[config.mk]
export PLATFORM = sky130hd
export DESIGN_NAME = rot_cmd_queue
export DESIGN_NICKNAME = d
export VERILOG_FILES = /design/src/rtl/rot_cmd_queue.sv
export SDC_FILE = /design/constraint.sdc
export NUM_CORES = 1
export LEC_CHECK = 0
export ABC_AREA = 1
export CORE_UTILIZATION = 50
export CTS_CLUSTER_SIZE = 25
export DETAILED_ROUTE_END_ITERATION = 10
export GPL_TIMING_DRIVEN = 0
export PLACE_DENSITY = 0.83
export SYNTH_ARGS = -nofsm -noshare
export SYNTH_HDL_FRONTEND = slang
export SYNTH_SLANG_ARGS = --single-unit
[constraint.sdc]
create_clock -name clk -period 4.25 [get_ports clk]
set_input_delay 1.0625 -clock clk [delete_from_list [all_inputs] [get_ports clk]]
set_output_delay 1.0625 -clock clk [all_outputs]
set_load 0.03 [all_outputs]
[src/rtl/rot_cmd_queue.sv]
// -----------------------------------------------------------------------------
// rot_cmd_queue
//
// Purpose:
//   Queues rotate commands {word, amount, direction} in a small FIFO. The FIFO
//   head is presented to an external combinational 32-bit rotator. The
//   rotator's answer is captured into a single output register that follows a
//   valid/ready handshake. The output register is refilled in the same edge it
//   is drained, so a continuous stream produces one result per cycle.
//
// Parameters:
//   DEPTH       command FIFO depth, power of two in 2..16 (default 4)
//
// Ports:
//   clk         single clock, rising edge
//   rst         synchronous active-high reset
//   in_valid    upstream command valid
//   in_ready    high while the FIFO has a free slot (count < DEPTH)
//   in_data     32-bit word to rotate
//   in_amnt     rotate amount 0..31
//   in_dir      1 = rotate left, 0 = rotate right
//   rot_str     FIFO head word, to the rotator data input
//   rot_amnt    FIFO head amount, to the rotator amount input
//   rot_lr      FIFO head direction, to the rotator (1 left, 0 right)
//   rot_result  rotated word returned combinationally by the rotator
//   out_valid   output register holds a valid result
//   out_ready   downstream accepts the result
//   out_data    registered rotated word
//   cmd_count   (only with ROT_CMD_STATS_EN) 16-bit wrapping count of
//               completed output handshakes
//
// Configuration:
//   `define ROT_CMD_STATS_EN to add the cmd_count output and its counter.
// -----------------------------------------------------------------------------
module rot_cmd_queue #(
  parameter int DEPTH = 4
) (
  input  logic        clk,
  input  logic        rst,
  input  logic        in_valid,
  output logic        in_ready,
  input  logic [31:0] in_data,
  input  logic [4:0]  in_amnt,
  input  logic        in_dir,
  output logic [31:0] rot_str,
  output logic [4:0]  rot_amnt,
  output logic        rot_lr,
  input  logic [31:0] rot_result,
  output logic        out_valid,
  input  logic        out_ready,
  output logic [31:0] out_data
`ifdef ROT_CMD_STATS_EN
  ,
  output logic [15:0] cmd_count
`endif
);

  localparam int AW = (DEPTH > 1) ? $clog2(DEPTH) : 1;
  localparam int EW = 32 + 5 + 1;  // one stored command: {data, amnt, dir}

  localparam logic [AW:0]   DEPTH_C = (AW + 1)'(DEPTH);
  localparam logic [AW:0]   CNT_ONE = (AW + 1)'(1);
  localparam logic [AW-1:0] PTR_ONE = AW'(1);

  typedef enum logic {
    IDLE = 1'b0,
    HOLD = 1'b1
  } state_t;

  // ---------------------------------------------------------------------------
  // State
  // ---------------------------------------------------------------------------
  logic [EW-1:0] cmd_mem [DEPTH];

  logic [AW-1:0] wr_ptr_q, wr_ptr_d;
  logic [AW-1:0] rd_ptr_q, rd_ptr_d;
  logic [AW:0]   count_q,  count_d;
  state_t        state_q,  state_d;
  logic [31:0]   out_data_q, out_data_d;

  logic          push;
  logic          load;
  logic [EW-1:0] head;

  // ---------------------------------------------------------------------------
  // Handshake decode
  // ---------------------------------------------------------------------------
  // in_ready looks only at the registered count, so a full FIFO never accepts
  // even when the head is being popped on the same edge.
  assign in_ready = (count_q < DEPTH_C);
  assign push     = in_valid && in_ready;

  // The output register is refilled whenever it is empty or being drained.
  // Using count_q (not count_d) keeps a word written this edge from being
  // popped on the same edge.
  assign load = (count_q != '0) && ((state_q == IDLE) || out_ready);

  // ---------------------------------------------------------------------------
  // FIFO head, driven straight to the rotator. The head only changes when the
  // read pointer moves or the head slot is written, so it is stable otherwise.
  // ---------------------------------------------------------------------------
  assign head     = cmd_mem[rd_ptr_q];
  assign rot_str  = head[EW-1 -: 32];
  assign rot_amnt = head[5:1];
  assign rot_lr   = head[0];

  // ---------------------------------------------------------------------------
  // Command storage. No reset needed: the pointers and count define which
  // slots are meaningful. Writes are suppressed during reset so a command
  // presented in the reset cycle leaves no trace.
  // ---------------------------------------------------------------------------
  always_ff @(posedge clk) begin
    if (!rst && push) begin
      cmd_mem[wr_ptr_q] <= {in_data, in_amnt, in_dir};
    end
  end

  // ---------------------------------------------------------------------------
  // Next-state logic for pointers, occupancy and the output stage
  // ---------------------------------------------------------------------------
  always_comb begin
    wr_ptr_d = wr_ptr_q;
    rd_ptr_d = rd_ptr_q;
    count_d  = count_q;

    if (push) begin
      wr_ptr_d = wr_ptr_q + PTR_ONE;  // power-of-two depth wraps naturally
    end
    if (load) begin
      rd_ptr_d = rd_ptr_q + PTR_ONE;
    end

    unique case ({push, load})
      2'b10:   count_d = count_q + CNT_ONE;
      2'b01:   count_d = count_q - CNT_ONE;
      default: count_d = count_q;  // idle, or push and pop cancel
    endcase
  end

  always_comb begin
    state_d    = state_q;
    out_data_d = out_data_q;

    unique case (state_q)
      IDLE: begin
        if (load) begin
          out_data_d = rot_result;
          state_d    = HOLD;
        end
      end
      HOLD: begin
        if (load) begin
          // Drain and refill on the same edge.
          out_data_d = rot_result;
          state_d    = HOLD;
        end else if (out_ready) begin
          // Drained with nothing queued; the last word is simply retained.
          state_d = IDLE;
        end
      end
      default: begin
        state_d = IDLE;
      end
    endcase
  end

  // ---------------------------------------------------------------------------
  // Registers: pointers, count, output FSM and its registered outputs
  // ---------------------------------------------------------------------------
  always_ff @(posedge clk) begin
    if (rst) begin
      wr_ptr_q   <= '0;
      rd_ptr_q   <= '0;
      count_q    <= '0;
      state_q    <= IDLE;
      out_data_q <= 32'h0;
    end else begin
      wr_ptr_q   <= wr_ptr_d;
      rd_ptr_q   <= rd_ptr_d;
      count_q    <= count_d;
      state_q    <= state_d;
      out_data_q <= out_data_d;
    end
  end

  assign out_valid = (state_q == HOLD);
  assign out_data  = out_data_q;

`ifdef ROT_CMD_STATS_EN
  // ---------------------------------------------------------------------------
  // Completed-handshake counter, wraps from 16'hFFFF to 16'h0000.
  // ---------------------------------------------------------------------------
  logic [15:0] cmd_count_q, cmd_count_d;

  always_comb begin
    cmd_count_d = cmd_count_q;
    if (out_valid && out_ready) begin
      cmd_count_d = cmd_count_q + 16'd1;
    end
  end

  always_ff @(posedge clk) begin
    if (rst) begin
      cmd_count_q <= 16'h0;
    end else begin
      cmd_count_q <= cmd_count_d;
    end
  end

  assign cmd_count = cmd_count_q;
`endif

endmodule

**Word level (Yosys, flattened, before mapping)**

Memory sizes are Yosys's and may differ from the RTL's. A register that Yosys moved wholly into a read port is not among the register bits.
Cells that the tools add are included.

- $add $sub $neg: 4
- Order comparisons: 1
- Eq/ne operators: 2
- Mux-type cells: 10
- Bitwise logic cells: 1
- Reductions and logical operators: 7

Operator list:

| operator | count |
|---|---|
| 32-bit two-way mux | 1 |
| 3-bit one-hot mux with 2 select lines | 1 |
| 1-bit two-way mux | 5 |
| 2-bit by 1-bit adder with 2-bit output, second input constant | 2 |
| 2-bit two-way mux | 2 |
| 3-bit by 1-bit adder with 3-bit output, second input constant | 1 |
| 1-bit logical AND | 3 |
| 3-bit < comparator, second input constant | 1 |
| 3-bit nonzero test | 1 |
| 3-bit by 1-bit subtractor with 3-bit output, second input constant | 1 |
| 2-bit by 1-bit equality test with 1-bit output, second input constant | 1 |
| 2-bit equality test, second input constant | 1 |
| 1-bit one-hot mux with 2 select lines | 1 |
| 2-bit nonzero test | 1 |
| 1-bit zero test | 1 |
| 1-bit logical OR | 1 |
| 1-bit NOT | 1 |

- Flip-flop bits (word level): 40
- Memory bits (writable): 152
- Bits of input ports: 74
- Word-level logic and storage cells: 31
- Memories: 1

Memory list:

| memory | words | bits a word | rd ports | clocked after memory_dff | wr ports | RTL line | source |
|---|---|---|---|---|---|---|---|
| cmd_mem | 4 | 38 | 1 | 1 | 1 | 73 | `logic [EW-1:0] cmd_mem [DEPTH];` |

**Longest topological paths before layout**

Gate-level depths: netlist of run 1.

- Depth after elaboration: 5
- Depth in mapped cells: 14
- Mapped depth without buffers: 13

**Worst setup path before layout of run 1**

OpenSTA, ideal clock, no wires.

- Kind: input -> register
- Start point: input rst
- End point: memory cmd_mem[0][0] (netlist bit) (enable)
- Setup time: 433 ps
- Data arrival time: 2906 ps
- Setup slack: 910 ps
- Cell stages on the path: 3
- Path buffers: 0
- Cell sequence: inv_1 > nand3_1 > nor2_1

- Cells in the longest elaborated chain, start to end: 4

RTL lines:

| element | RTL line | source |
|---|---|---|
| start: declaration | 39 | `input logic rst,` |
| 1-bit zero test | 113 | `if (!rst && push) begin` |
| 1-bit logical AND | 113 |  |
| 1-bit two-way mux | 113 |  |
| 1-bit two-way mux (implied by the code) | 114 | `cmd_mem[wr_ptr_q] <= {in_data, in_amnt, in_dir};` |
| end: declaration | 73 |  |

Every way passes these cells.

==> impl_metrics.csv, run 1 <==
group,metric,value,unit
synthesis,synth_seq_cells,194,
synthesis,synthesis.nets,694,
critical_path,cp.required,3190,ps
clocking,cts.sinks,194,
synthesis,netlist_top_cells_area,"edfxtp_1, dfxtp_1, nor2_1",
outcome,violations,"design-rule violations",
power,powerDensity,724.6,nW/um^2
routing,firstDrtPassIters,7,
synthesis,synth.distinct_cells,22,
clocking,htree_levels,4,
synthesis,synth_top_area_share,0.6057,
place,place_congestion,0.8729,
finish,antennaDiodeCount,0,
floorplan,rows,44,
critical_path,crit_path_end_kind,"primary output",
clocking,insertion_delay,440,ps
clocking,cts_tree,"yes",
critical_path,r2r-start,"out_valid",
global_routing,grt_pass1_wl,26940,um
critical_path,regToRegEndpoint,"count_q[2]",
floorplan,floorplan.initialDensity,0.5146,
timing,skew,9.706,ps
synthesis,synthSimpleGateAreaFrac,0.1149,
routing,wire_per_inst,17.63,um
hold_path,hp-class,"flip-flop to flip-flop",
routing,final_antenna_net_count,0,
critical_path,worst-r2r-setup-slack,2280,ps
run,maxCapViolations,0,
timing,period_needed,3462,ps
place,placedCellCount,947,
synthesis,seq_area_frac_synth,0.7173,
timing,hold_viol_final,0,
routing,drc,16,
synthesis,synth_top_family_by_area,"simple AND/OR/NAND/NOR gates",
routing,routed_wl,17260,um
floorplan,top_level_ports,146,
synthesis,post-synth-top-area-cell,"edfxtp_1",
finish,final_nets,862,
finish,finalNonFillerCells,979,
global_routing,grt_overflow,0,
clocking,cts_max_path_buffers,2,
synthesis,synth-xor-area-share,0,
critical_path,cp-start-kind,"flip-flop",
timing,rsz0062_at_grt,"no",
power,peakVddDrop,0.5038,mV
power,p_total,7.198,mW
routing,drt_iter0_drc,353,
timing,holdWs,489.0,ps
routing,num_vias,5379,
finish,area_delta_synth_final,31.83,%
timing,max_slew.worst_pin.slew,563.3,ps
clocking,numCtsBuffers,17,
clocking,root_buffer,"clkbuf_16",
synthesis,avgSynthCellArea,12.27,um^2
place,placed_area,9328,um^2
critical_path,crit_fanout,10,
synthesis,syn_area,7536,um^2
synthesis,synth-adder-area-share,0.01096,
clocking,ctsHoldBuffers,0,
outcome,outcome,"complete, but fails checks",
finish,final_area,9935,um^2
floorplan,dieArea,15570,um^2
timing,setup_viol,0,
routing,vias_per_cell,5.494,
critical_path,path_class,"flip-flop to primary output",
synthesis,synthMuxAreaShare,0,
timing,relSlewSlack,0.6236,
critical_path,cp_data_arrival_time,2400,ps
synthesis,ys_warn_count,0,
clocking,clk_pin_slew,70,ps
finish,final_util,0.6784,
timing,drv_slew,0,
place,port_buffers,145,
floorplan,fp.dieH,124.8,um
synthesis,synth_compound_area_frac,0.1121,
global_routing,gr-usage-all-layers,0.2284,
clocking,ctsResizeCount,0,
global_routing,grt_pass1_vias,5460,
finish,drive_gt1_frac,0.1006,
critical_path,rr_worst_depth,13,
clocking,post_cts_buffers,0,
timing,fin_crit_sh,0.8146,
floorplan,core_area,14640,um^2
global_routing,antenna_found_initial,0,
synthesis,syn_inst,614,
place,place_hpwl,11580,um
power,power_leakage,3.537,nW
timing,fmax,288.9,MHz
critical_path,endpoint,"rot_lr",
global_routing,grt_max_degree,30,
floorplan,die_width,124.8,um
cell families after synthesis:
family	Yosys count
simple gates	194
compound gates	159
buf+inv	61
flops	194
fa+ha+maj	6
stage by stage:
step | setup WS [ps] | setup TNS [ps]
after floorplan | 910.2 | 0
after global placement | -779.1 | -112330
after detailed placement | 1032 | 0
after CTS | 777.3 | 0
after global routing | 654.7 | 0
final | 788.0 | 0
worst min-delay path by stage:
stage                       startpoint      endpoint  depth (start not counted)
after floorplan            rd_ptr_q[0]     flip-flop                          2
after global placement    out_data[18]  out_data[18]                          2
after detailed placement   out_data[2]   out_data[2]                          2
after CTS                  out_data[2]   out_data[2]                          2
after global routing       out_data[1]   out_data[1]                          2
final                     out_data[20]  out_data[20]                          2
registers in the layout, indices dropped and copies added, names as in the netlist, named ones only:
signal     cells
rd_ptr_q       2
cmd_mem      152
out_data      32
wr_ptr_q       2
out_valid      1
count_q        3
area by class of cell:
class                   instances  area, um^2
clock buffers                  17       425.4
repair buffers                149        1531
plain buffers                  42       264.0
inverters                      19       73.82
flip-flops and latches        194        5405
well taps                     184       230.2
multi-input cells             359        1823
clock inverters                15       181.4
fillers                      1029        4710
power breakdown:
| group | switching [mW] | internal [mW] |
|---|---|---|
| clock | 0.687 | 0.931 |
| combinational | 1.96 | 1.20 |
| sequential | 0.120 | 2.30 |
| total | 2.76 | 4.43 |
routing by layer:
layer / global-route usage / up-vias / routed length, um
met1: 0.2529 / 2581 / 6488
li1: - / 2530 / -
met2: 0.4038 / 239 / 8761
met4: 0.08715 / 0 / 318
met5: 0 / - / 0
met3: 0.07775 / 29 / 1687
cells in the final DEF (no fill, tap or decap):
master | synthesis | final
a21oi_1 | 39 | 39
a31oi_1 | 1 | 1
buf_12 | 0 | 4
buf_2 | 13 | 13
buf_4 | 13 | 13
buf_6 | 5 | 5
bufinv_16 | 0 | 3
clkbuf_1 | 8 | 8
clkbuf_16 | 0 | 17
clkbuf_2 | 3 | 3
clkdlybuf4s50_1 | 0 | 145
clkinv_1 | 0 | 1
clkinv_2 | 0 | 2
clkinvlp_4 | 0 | 5
dfxtp_1 | 42 | 42
edfxtp_1 | 152 | 152
fa_1 | 1 | 1
ha_1 | 5 | 5
inv_1 | 13 | 13
inv_2 | 5 | 5
inv_4 | 1 | 1
inv_6 | 0 | 2
inv_8 | 0 | 2
nand2_1 | 41 | 41
nand3_1 | 3 | 3
nand3_4 | 1 | 1
nand3b_1 | 32 | 32
nor2_1 | 117 | 113
nor2_4 | 0 | 4
o21ai_0 | 70 | 70
o21ai_1 | 11 | 11
o22ai_1 | 38 | 38
cells in the mapped netlist:
cell type / number
a21oi_1: 39
a31oi_1: 1
buf_2: 13
buf_4: 13
buf_6: 5
clkbuf_1: 8
clkbuf_2: 3
dfxtp_1: 42
edfxtp_1: 152
fa_1: 1
ha_1: 5
inv_1: 13
inv_2: 5
inv_4: 1
nand2_1: 41
nand3_1: 3
nand3_4: 1
nand3b_1: 32
nor2_1: 117
o21ai_0: 70
o21ai_1: 11
o22ai_1: 38
critical path, stage by stage, from the launching register on:
cell and delay [ps]:
dfxtp_1 360, inv_2 110, clkbuf_1 380, o21ai_0 200, o22ai_1 210, clkdlybuf4s50_1 710
(Power assumes the default switching activity.)
==> run 2: changes to the inputs <==
Settings changed: CORE_UTILIZATION 50 to 47, PLACE_DENSITY 0.83 to 0.82.
Clock period 4.25 ns to 3.04 ns, I/O delays scaled along.
==> impl_metrics.csv, run 2 (synthesis results as in run 1) <==
group,metric,value,unit
outcome,outcome,"completed",
global_routing,grt_pass1_vias,5141,
timing,rsz0062_at_grt,"no",
global_routing,grt_max_degree,27,
power,peakVddDrop,0.5891,mV
floorplan,core_area,15430,um^2
clocking,cts.sinks,194,
floorplan,fp.dieH,128.6,um
place,place_congestion,0.7892,
finish,mostFrequentLayoutCells,"edfxtp_1, nor2_1, clkdlybuf4s50_1, o21ai_0, dfxtp_1",
routing,firstDrtPassIters,5,
clocking,insertion_delay,430,ps
routing,wire_per_inst,16.34,um
routing,final_antenna_net_count,0,
timing,max_slew.worst_pin.slew,725.1,ps
place,placed_area,9369,um^2
finish,largest_register_ffs,152,
finish,fill_cells,1181,
timing,skew,10.55,ps
critical_path,regToRegEndpoint,"cmd_mem[3][6]",
clocking,cts_tree,"yes",
hold_path,hold_start,"out_data[16]",
timing,drv_slew,0,
clocking,htree_levels,4,
routing,vias_per_cell,5.182,
routing,drc,0,
hold_path,hp-class,"flip-flop to flip-flop",
finish,drive_gt1_frac,0.1006,
place,port_buffers,145,
timing,fin_crit_sh,0.9666,
routing,routed_wl,16440,um
routing,num_vias,5213,
run,maxCapViolations,0,
floorplan,floorplan.initialDensity,0.4885,
critical_path,crit_fanout,10,
floorplan,rows,45,
timing,hold_viol_final,0,
global_routing,grt_pass1_wl,25720,um
timing,relSlewSlack,0.5154,
critical_path,r2r-start,"count_q[2]",
floorplan,dieArea,16540,um^2
global_routing,gr-usage-met2,0.3520,
timing,period_needed,2939,ps
critical_path,worst-r2r-setup-slack,1080,ps
critical_path,path_class,"flip-flop to primary output",
global_routing,antenna_found_initial,0,
timing,layout_setup_ws,101.5,ps
place,place_hpwl,10770,um
clocking,post_cts_buffers,0,
clocking,root_buffer,"clkbuf_16",
global_routing,grt_overflow,0,
global_routing,gr-usage-met1,0.2406,
timing,fmax,340.3,MHz
critical_path,rr_worst_depth,4,
global_routing,grt_use_met3,0.08025,
finish,area_delta_synth_final,32.66,%
floorplan,top_level_ports,146,
finish,final_nets,862,
critical_path,crit_path_end_kind,"primary output",
power,powerDensity,979.0,nW/um^2
global_routing,gr-usage-all-layers,0.2076,
clocking,clk_pin_slew,60,ps
finish,antennaDiodeCount,0,
clocking,cts_max_path_buffers,2,
critical_path,cp.required,2280,ps
finish,layout_commonest_cell,"edfxtp_1",
hold_path,min_path_cells,2,
finish,final_area,9997,um^2
floorplan,die_width,128.6,um
critical_path,cp_data_arrival_time,2180,ps
finish,regMostFlops,"cmd_mem",
place,place_ws,108.4,ps
hold_path,holdPathEnd,"out_data[16]",
timing,setup_viol,0,
critical_path,cp-start-kind,"flip-flop",
clocking,numCtsBuffers,17,
global_routing,grt.busiest_layer,"met2",
routing,drt_iter0_drc,405,
power,power_leakage,3.789,nW
==> run 2: cell types whose count changed in the layout (fill, tap and decap cells not counted) <==
cell	before	now
buf_16	0	1
clkbuf_1	8	5
clkbuf_2	3	7
clkinv_1	1	4
clkinvlp_4	5	1
inv_8	2	0
clkinv_4	0	3
dlymetal6s2s_1	0	27
bufinv_16	3	2
dlygate4sd2_1	0	8
clkdlybuf4s50_1	145	110
buf_12	4	3
==> run 2: worst max path at each step <==
stage	to	cells past startpoint	start	slack, ps
5_1_grt	rot_str[27]	6	flip-flop	2
3_3_place_gp	cmd_mem[0][4]	4	rst	-1700
3_5_place_dp	cmd_mem[3][5]	5	rst	110
6_report	rot_str[25]	6	flip-flop	100
4_1_cts	rot_str[1]	5	flip-flop	6
2_1_floorplan	cmd_mem[0][0]	3	rst	3
==> run 2: layer usage <==
metal  vias to the layer above  routed length [um]
met2                       211                8078
met4                         0                 156
met1                      2455                6526
li1                       2534                   -
met5                         -                   0
met3                        13                1674
==> run 2: final cells by class <==
cell class / instances / area [um^2] / share of cell area
Timing Repair Buffer: 149 / 1597 / 0.1597
Buffer: 42 / 269.0 / 0.02691
Clock inverter: 14 / 136.4 / 0.01364
Multi-Input combinational cell: 359 / 1823 / 0.1824
Inverter: 19 / 73.82 / 0.007384
Tap cell: 211 / 264.0 / 0.02641
Clock buffer: 18 / 429.2 / 0.04293
Sequential cell: 194 / 5405 / 0.5407
==> run 2: critical path, stage by stage (launching register included) <==
cell and delay [ps]:
dfxtp_1 360, inv_2 100, buf_6 160, buf_4 200
nor2_1 60, o22ai_1 170, clkdlybuf4s50_1 690
==> run 2: power by group <==
group          internal, mW  total [mW]  switching (mW)  leakage, nW
Sequential             3.22        3.38           0.161         1.73
Clock                  1.20        2.13           0.922        0.275
Combinational          1.61        4.29            2.68         1.79
Total                  6.03        9.79            3.76         3.79
==> run 2: timing repair <==
action	CTS	global route
resized for setup	11	29
setup endpoints to repair	17	27
hold buffers	0	0
==> run 2: per-stage QoR <==
step                      hold WS (ps)  setup TNS, ps  total power [mW]    util  instances
final                            485.6              0             9.788  0.6480       1006
after floorplan                  463.7              0             6.114       -        614
after global routing             515.7              0             10.30  0.6480       1006
after detailed placement         471.7              0             7.809  0.6073        974
after global placement           459.0        -247400             7.728  0.5997        970
after CTS                        488.0              0             9.881  0.6436       1006
==> run 3: changes to the inputs <==
Settings changed: CELL_PAD_IN_SITES_DETAIL_PLACEMENT set to 1, CELL_PAD_IN_SITES_GLOBAL_PLACEMENT set to 1, CORE_UTILIZATION 47 to 37, CTS_CLUSTER_SIZE 25 to 12, PLACE_DENSITY 0.82 to 0.81.
==> impl_metrics.csv, run 3 (synthesis results as in run 1) <==
group,metric,value,unit
timing,period_needed,2898,ps
timing,hold_viol_final,0,
routing,routed_wl,19930,um
clocking,cts_tree,"yes",
critical_path,cp_data_arrival_time,2140,ps
timing,holdWs,482.6,ps
timing,drv_slew,0,
clocking,cts.sinks,194,
finish,regArea,5405,um^2
critical_path,crit_path_end_kind,"primary output",
place,place_congestion,0.7400,
critical_path,slowest_stage,"dlygate4sd2_1",
power,powerDensity,989.6,nW/um^2
critical_path,crit_fanout,10,
routing,drt_iter0_drc,206,
critical_path,cpMostUsedCell,"buf_2",
floorplan,top_level_ports,146,
timing,max_slew.worst_pin.slew,577.7,ps
hold_path,hp-class,"flip-flop to flip-flop",
finish,antennaDiodeCount,0,
clocking,cts_max_path_buffers,2,
global_routing,gr-usage-all-layers,0.2002,
finish,regMostFlops,"cmd_mem",
clocking,insertion_delay,430,ps
floorplan,rows,51,
critical_path,path_class,"flip-flop to primary output",
timing,relSlewSlack,0.6139,
place,place_hpwl,13040,um
power,power_leakage,3.785,nW
place,place_ws,154.0,ps
clocking,numCtsBuffers,17,
critical_path,crit_buf_inv,4,
timing,rsz0062_at_grt,"no",
timing,fin_crit_sh,0.9532,
power,p_total,9.966,mW
critical_path,cp_top_family,"buffers and inverters",
finish,fill_cells,2066,
finish,layout_commonest_cell,"edfxtp_1",
critical_path,cp.required,2280,ps
finish,mostFrequentLayoutCells,"edfxtp_1, nor2_1, clkdlybuf4s50_1, o21ai_0, dfxtp_1",
place,port_buffers,145,
floorplan,floorplan.initialDensity,0.3822,
global_routing,grt_pass1_wl,30790,um
timing,setup_viol,0,
clocking,root_buffer,"clkbuf_16",
routing,wire_per_inst,18.80,um
global_routing,antenna_found_initial,2,
critical_path,cp-start-kind,"flip-flop",
floorplan,die_width,144.7,um
place,placed_area,9429,um^2
clocking,htree_levels,4,
timing,skew,12.17,ps
run,maxCapViolations,0,
power,peakVddDrop,0.5252,mV
global_routing,grt_pass1_vias,5710,
finish,final_area,10070,um^2
timing,fmax,345.1,MHz
timing,layout_setup_ws,142.3,ps
floorplan,core_area,19720,um^2
global_routing,grt_overflow,0,
floorplan,dieArea,20940,um^2
finish,multi_input_area,1823,um^2
finish,drive_gt1_frac,0.1069,
finish,area_delta_synth_final,33.64,%
clocking,clk_pin_slew,70,ps
routing,drc,0,
floorplan,fp.dieH,144.7,um
routing,num_vias,5344,
routing,firstDrtPassIters,4,
critical_path,max_stage_delay,450,ps
routing,final_antenna_net_count,0,
finish,final_nets,862,
critical_path,path_cells,"inv_2 -> buf_2 -> buf_2 -> o21ai_0 -> o22ai_1 -> dlygate4sd2_1",
routing,vias_per_cell,5.042,
finish,largest_register_ffs,152,
global_routing,grt_max_degree,28,
outcome,outcome,"completed",
[run 3: repair_timing]
item	CTS	global route
resized for setup	19	24
setup buffers	0	0
hold buffers	0	0
endpoints found under the setup margin	30	24
[run 3: metal layers]
layer | GRT usage | vias to the layer above | share of wire | routed length, um
li1 | - | 2534 | - | -
met1 | 0.2312 | 2612 | 0.41 | 8259
met2 | 0.3487 | 173 | 0.49 | 9850
met3 | 0.07404 | 21 | 0.080 | 1593
met4 | 0.05208 | 4 | 0.0096 | 191
met5 | 0 | - | 0.0016 | 32
[run 3: report_power, final]
group	total (mW)	switching [mW]	leakage (nW)	internal (mW)
Clock	2.24	1.07	0.290	1.18
Combinational	4.35	2.77	1.77	1.58
Sequential	3.37	0.160	1.73	3.21
[run 3: layout make-up]
class | instances | share of cell area
clock inverter | 14 | 0.01628
inverter | 19 | 0.007330
tap | 265 | 0.03292
timing repair buffer | 149 | 0.1563
clock buffer | 18 | 0.04261
multi-input combinational | 359 | 0.1810
sequential | 194 | 0.5367
buffer | 42 | 0.02684
[run 3: worst register-to-register path, delay by kind of cell (launching register included)]
family	cells	cell delay, ps
buffers and inverters	2	370
AND/OR/NAND/NOR	2	940
flip-flops	1	330
[run 3: stage by stage]
stage	util	cells	TNS, ps
2_1_floorplan	-	614	0
4_1_cts	0.5077	1060	0
3_5_place_dp	0.4782	1028	0
6_report	0.5108	1060	0
5_1_grt	0.5108	1060	0
3_3_place_gp	0.4726	1024	-271830
[run 3: worst paths after layout]
path / to / start / slack, ps / cells after the start
max: rot_str[8] / flip-flop / 140 / 6
min: out_data[17] / out_data[17] / 480 / 2
max reg2reg: cmd_mem[1][4] / count_q[2] / 1100 / 4
min reg2reg: out_data[17] / out_data[17] / 480 / 2
